[src/rtl/m_ifetch.sv]
`default_nettype none
// ============================================================================
//  Module      : m_ifetch
//  Description : Instruction fetch stage with a prefetch queue. Owns the PC,
//                drives the word address to a combinational instruction
//                memory, buffers {pc, inst} pairs in a DEPTH-entry FIFO and
//                hands them to decode through a valid/ready handshake.
//                A redirect flushes the queue and reloads the PC.
//  Ports       : w_clk / w_rst        clock, async active-high reset
//                w_imem_adr           fetch address (= current PC)
//                w_imem_inst          instruction word for w_imem_adr
//                w_redirect(_pc)      flush + new PC (low two bits dropped)
//                w_out_valid/ready    decode handshake
//                w_out_pc/inst        head entry, zero when queue empty
//                w_count              queue occupancy
//  Revision    : 1.0  initial release
// ============================================================================
module m_ifetch #(
  parameter int          DEPTH    = 4,
  parameter logic [31:0] RESET_PC = 32'h0
) (
  input  logic                     w_clk,
  input  logic                     w_rst,
  output logic [31:0]              w_imem_adr,
  input  logic [31:0]              w_imem_inst,
  input  logic                     w_redirect,
  input  logic [31:0]              w_redirect_pc,
  output logic                     w_out_valid,
  input  logic                     w_out_ready,
  output logic [31:0]              w_out_pc,
  output logic [31:0]              w_out_inst,
  output logic [$clog2(DEPTH):0]   w_count
);

  localparam int              c_AW   = $clog2(DEPTH);
  localparam int              c_CW   = c_AW + 1;
  localparam logic [c_CW-1:0] c_FULL = c_CW'(DEPTH);

  logic [31:0]     r_pc;
  logic [c_AW-1:0] r_rd_ptr;
  logic [c_AW-1:0] r_wr_ptr;
  logic [c_CW-1:0] r_count;

  // Entry storage holds data only; it is qualified by r_count, so no reset.
  logic [31:0]     r_ent_pc   [DEPTH];
  logic [31:0]     r_ent_inst [DEPTH];

  logic            w_deq;
  logic            w_enq;
  logic            w_unused_redirect_lsbs;

  // Redirect targets are word aligned; the low bits are intentionally ignored.
  assign w_unused_redirect_lsbs = ^w_redirect_pc[1:0];

  // All outputs derive from registered state: no path from w_imem_inst or
  // w_out_ready to the decode-facing outputs.
  assign w_out_valid = (r_count != '0);
  assign w_out_pc    = w_out_valid ? r_ent_pc[r_rd_ptr]   : 32'h0;
  assign w_out_inst  = w_out_valid ? r_ent_inst[r_rd_ptr] : 32'h0;
  assign w_count     = r_count;
  assign w_imem_adr  = r_pc;

  assign w_deq = w_out_valid & w_out_ready;
  // A full queue can still accept a fetch when the head leaves the same edge;
  // the write lands in the slot being vacated by the read.
  assign w_enq = ~w_redirect & ((r_count < c_FULL) | w_deq);

  always_ff @(posedge w_clk or posedge w_rst) begin
    if (w_rst) begin
      r_pc     <= RESET_PC;
      r_rd_ptr <= '0;
      r_wr_ptr <= '0;
      r_count  <= '0;
    end else if (w_redirect) begin
      // Head accepted this cycle (if any) is consumed by decode; everything
      // else is dropped.
      r_pc     <= {w_redirect_pc[31:2], 2'b00};
      r_rd_ptr <= '0;
      r_wr_ptr <= '0;
      r_count  <= '0;
    end else begin
      if (w_enq) begin
        r_pc     <= r_pc + 32'd4;
        r_wr_ptr <= r_wr_ptr + c_AW'(1);
      end
      if (w_deq) begin
        r_rd_ptr <= r_rd_ptr + c_AW'(1);
      end
      if (w_enq & ~w_deq) begin
        r_count <= r_count + c_CW'(1);
      end else if (~w_enq & w_deq) begin
        r_count <= r_count - c_CW'(1);
      end
    end
  end

  always_ff @(posedge w_clk) begin
    if (w_enq) begin
      r_ent_pc[r_wr_ptr]   <= r_pc;
      r_ent_inst[r_wr_ptr] <= w_imem_inst;
    end
  end

endmodule
`default_nettype wire

[config.mk]
export PLATFORM = sky130hd
export DESIGN_NAME = m_ifetch
export DESIGN_NICKNAME = d
export VERILOG_FILES = /design/src/rtl/m_ifetch.sv
export SDC_FILE = /design/constraint.sdc
export NUM_CORES = 1
export LEC_CHECK = 0
export CAP_MARGIN = 20
export CELL_PAD_IN_SITES_DETAIL_PLACEMENT = 1
export CELL_PAD_IN_SITES_GLOBAL_PLACEMENT = 2
export CORE_MARGIN = 3
export CORE_UTILIZATION = 43
export DETAILED_ROUTE_END_ITERATION = 6
export PLACE_DENSITY_LB_ADDON = 0.1
export SYNTH_ARGS = -nofsm -noshare
export SYNTH_HDL_FRONTEND = slang
export SYNTH_SLANG_ARGS = --single-unit
[constraint.sdc]
create_clock -name w_clk -period 8.2 [get_ports w_clk]
set_clock_uncertainty 0.05 [all_clocks]
set_input_delay 0.82 -clock w_clk [delete_from_list [all_inputs] [get_ports w_clk]]
set_output_delay 0.82 -clock w_clk [all_outputs]
set_load 0.005 [all_outputs]
==> run summary <==
No sink is reached through more buffers than the 3 on the longest clock path. After global routing the overflow that remains totals 0. The distinct cell type count of the synthesized netlist was 40.

The logs give 38810 um for the global-route wire length before repair and 874 for the net total in the final layout. The remaining routing DRC violations came out at 0. The part of the cycle the worst path needs is 51.33%, and the via density per instance is 5.340.

The synthesized netlist devotes 1.670% of its cell area to compound gates. The later pin in the worst-skew pair is clocked with a latency of 0.55 ns. The run finished with clean final reports.

The post-cts resize count was 0; the share of layout cells above drive strength 1 was 15.29%. The post-route minimum period was 4.209 ns; the post-synthesis async set-or-reset flop share was 12.98%. Clock-pin slew was measured on the worst setup and hold paths at 0.06 ns.

The number of H-tree branching levels came out at 1. The leakage power total was 4.750 nW; the quantity of I/O buffers inserted on ports was 161. The worst-path maximum fanout came out at 39. Ranked by instance count, the synthesized netlist is headed by edfxtp_1 (248), and2_1 (65), mux4_2 (62). IR analysis of the VDD net gives a maximum drop of 0.0001592 V.

The worst path meets setup with 3.991 ns of slack. Entering global routing, the biggest net connects 64 pins. Path class of the lowest-slack min-delay path: reg -> reg. The final layout contains routed wiring with a total length of 24840 um.

Once the floorplan was initialized, standard cells occupied 44.02% of the core. The initialized floorplan defines 59 standard-cell rows. The final instance area was 14370 sq um. The iteration-0 DRC count of the detailed router is 452. Setup repair after global routing left no endpoint under its margin.

The final hold violation count was 0. Across all layers, the routed design uses 6189 vias. The final estimated routing congestion in global placement came out at 0.7212. 0 antenna diodes ended up in the layout. The tools report the timing endpoint of the critical path as w_out_pc[12].

The per-cell routed wire length works out to 21.43 um. Summing the areas of all and, or, nand and nor instances in the mapped netlist gives 8.428% of the synthesized area. The biggest area contributor in the post-synthesis netlist is edfxtp_1. In this run, synthesis produced a sequential element count of 285. The start-to-end type of the worst setup path is reg -> out. The critical path starts at r_rd_ptr[0]$_DFFE_PP0P_. For this design the top-level I/O count stands at 168. The post-synthesis share of cell area spent on xor and xnor gates is 2.354%. The area added between synthesis and finish is 24.60%.

The die area was 28830 sq um; the cts-stage hold buffer count was 0. At the worst endpoint, the arrival time is 3.34 ns. Setup slack on the worst reg-to-reg path comes out at 5.31 ns. Number of pins with negative max-slew slack in the final report: 0. For this run, the total global-route usage over all layers was measured as 17.29%. The logs give 6803 for the via count of the first global-routing pass and 0 for the residual antenna-violating net count after detailed routing. The endpoint identified for the worst register-to-register timing path is w_count[1]$_DFFE_PP0P_.

Derived from the worst setup path, the maximum achievable clock frequency is 237.6 MHz. STA classifies the critical path startpoint as a flip-flop. For the initial antenna violation count, the log shows 0. Counting cells, the worst reg-to-reg path comes to 7.

By area the synthesized netlist is led by edfxtp_1 (65%), mux4_2 (12%), dfrtp_1 (8.0%), and2_1 (3.5%), xor2_1 (1.4%). The worst setup path is captured at a primary output. Averaged over all synthesized cells, the footprint is 18.08 sq um.

Dominant combinational cell family by area after synthesis: multiplexers. The synthesized netlist devotes 0.7159% of its cell area to adder and majority cells. For the pin with the worst max-slew slack, the measured transition is 1.063 ns. The worst pin sits at a relative slew slack of 29.12%.

In the post-synthesis netlist, the cell with the most instances is edfxtp_1. In this run the cell area measured after placement is 13440 sq um. The tools report the count of final setup violators as 0. The synthesized design devotes to its leading area cell type 64.56% of total area. Timing analysis after detailed placement gives a worst setup slack of 4.403 ns.

The power per unit of standard cell area was 306.2 nW/um^2. Counting every sink on the clock net gives 285. For this run, the leading register cell type out of synthesis is edfxtp_1. After technology mapping, the gate count stands at 638.

From bottom edge to top edge, the die measures 169.8 um. TritonCTS built the clock tree. Buffers inserted during clock tree synthesis total 30. The Yosys warning count was 0.

The tools report the netlist area before placement as 11530 sq um. STA puts the critical path data required time at 7.33 ns. The total half-perimeter wirelength after legalization and detailed placement was 14690 um; the sum of negative setup slack was 0 ns. The region available for standard cell placement spans 26210 sq um.

The startpoint of the worst-slack reg-to-reg timing path was w_count[2]$_DFFE_PP0P_. Counting flops with a built-in enable in the synthesized netlist gives 248. The die span in x is 169.8 um. The root buffer cell chosen for the clock tree is clkbuf_16. The fraction of synthesized area in multiplexers came out at 12.39%.

Once the clock tree was built, the setup fixing pass inserted 0 buffers. The run gives 54.84% as the utilization of the core after routing. The number of iterations in the first detailed-routing pass was 4. For this run, the register share of the synthesized area comes to 72.59%. The tool flagged a number of max-cap violations equal to 0.
worst min path at each step:
stage                               startpoint                        end  slack (ns)  depth (start not counted)
floorplan           w_imem_adr[27]$_DFFE_PP0N_  r_ent_pc[0][27]$_DFFE_PP_        0.48                          0
global placement       r_wr_ptr[1]$_DFFE_PP0N_    r_wr_ptr[1]$_DFFE_PP0N_        0.50                          2
detailed placement     r_wr_ptr[1]$_DFFE_PP0N_    r_wr_ptr[1]$_DFFE_PP0N_        0.54                          2
CTS                    r_wr_ptr[1]$_DFFE_PP0N_    r_wr_ptr[1]$_DFFE_PP0N_        0.54                          2
global route           r_wr_ptr[1]$_DFFE_PP0N_    r_wr_ptr[1]$_DFFE_PP0N_        0.58                          2
finish                 r_wr_ptr[1]$_DFFE_PP0N_    r_wr_ptr[1]$_DFFE_PP0N_        0.54                          2
kinds of logic after synthesis:
kind of cell | count (synthesis)
fa+ha+maj | 6
mux | 65
compound gates | 37
other cells | 1
xor+xnor | 31
simple gates | 168
buf+inv | 45
flops | 285
critical path, cell delays in order (launching register included):
cell	delay [ns]
dfrtp_4	0.78
buf_4	0.74
mux4_2	0.60
and2_1	0.20
clkdlybuf4s50_1	0.47
flip-flops by register name, indices dropped and copies added, names as in the netlist:
signal,count
r_ent_inst,128
r_ent_pc,120
w_imem_adr,30
w_count,3
r_rd_ptr,2
r_wr_ptr,2
where the power goes:
group	total, mW	leakage [nW]	switching [mW]	internal (mW)
clock	1.26	0.454	0.531	0.726
combinational	1.21	1.56	0.487	0.719
sequential	1.94	2.73	0.143	1.79
through the flow:
stage	hold WS, ns	instances	power (mW)
floorplan	0.4807	641	2.540
global placement	0.4982	1103	3.189
detailed placement	0.5356	1103	3.220
CTS	0.5432	1159	4.486
global route	0.5761	1159	4.639
finish	0.5357	1159	4.400
routing by layer:
| layer | share of wire, % | global-route usage, % |
|---|---|---|
| met1 | 43 | 22.99 |
| met2 | 50 | 30.27 |
| met3 | 4.8 | 2.772 |
| met4 | 1.9 | 3.876 |
| met5 | 0 | 0 |
area by class of cell:
| cell class | count | area [sq um] |
|---|---|---|
| multi-input cells | 311 | 2984 |
| fillers | 2376 | 11830 |
| flip-flops and latches | 285 | 8381 |
| repair buffers | 164 | 1629 |
| clock inverters | 25 | 175.2 |
| clock buffers | 31 | 754.5 |
| well taps | 335 | 419.2 |
| inverters | 8 | 30.03 |
placed cells by master (no fill, tap or decap), types with 2 or more instances in the layout:
cell / count
mux4_2: 62
edfxtp_1: 248
o21ai_0: 29
and3_4: 5
xor2_1: 18
and4_2: 2
inv_1: 8
and2_1: 65
dfrtp_4: 2
a21oi_1: 5
nand4_1: 18
nand3_1: 11
mux2_2: 2
nor4_1: 3
nor3_1: 4
buf_4: 3
bufinv_16: 2
xnor2_1: 13
and3_1: 5
clkinv_1: 13
clkbuf_16: 30
nor2_1: 10
conb_1: 4
clkdlybuf4s50_1: 160
clkinv_2: 7
dfrtp_1: 35
nand2_1: 35
nand3_2: 2
clkinvlp_4: 2
ha_1: 5
Power figures use the tool's default switching activity.
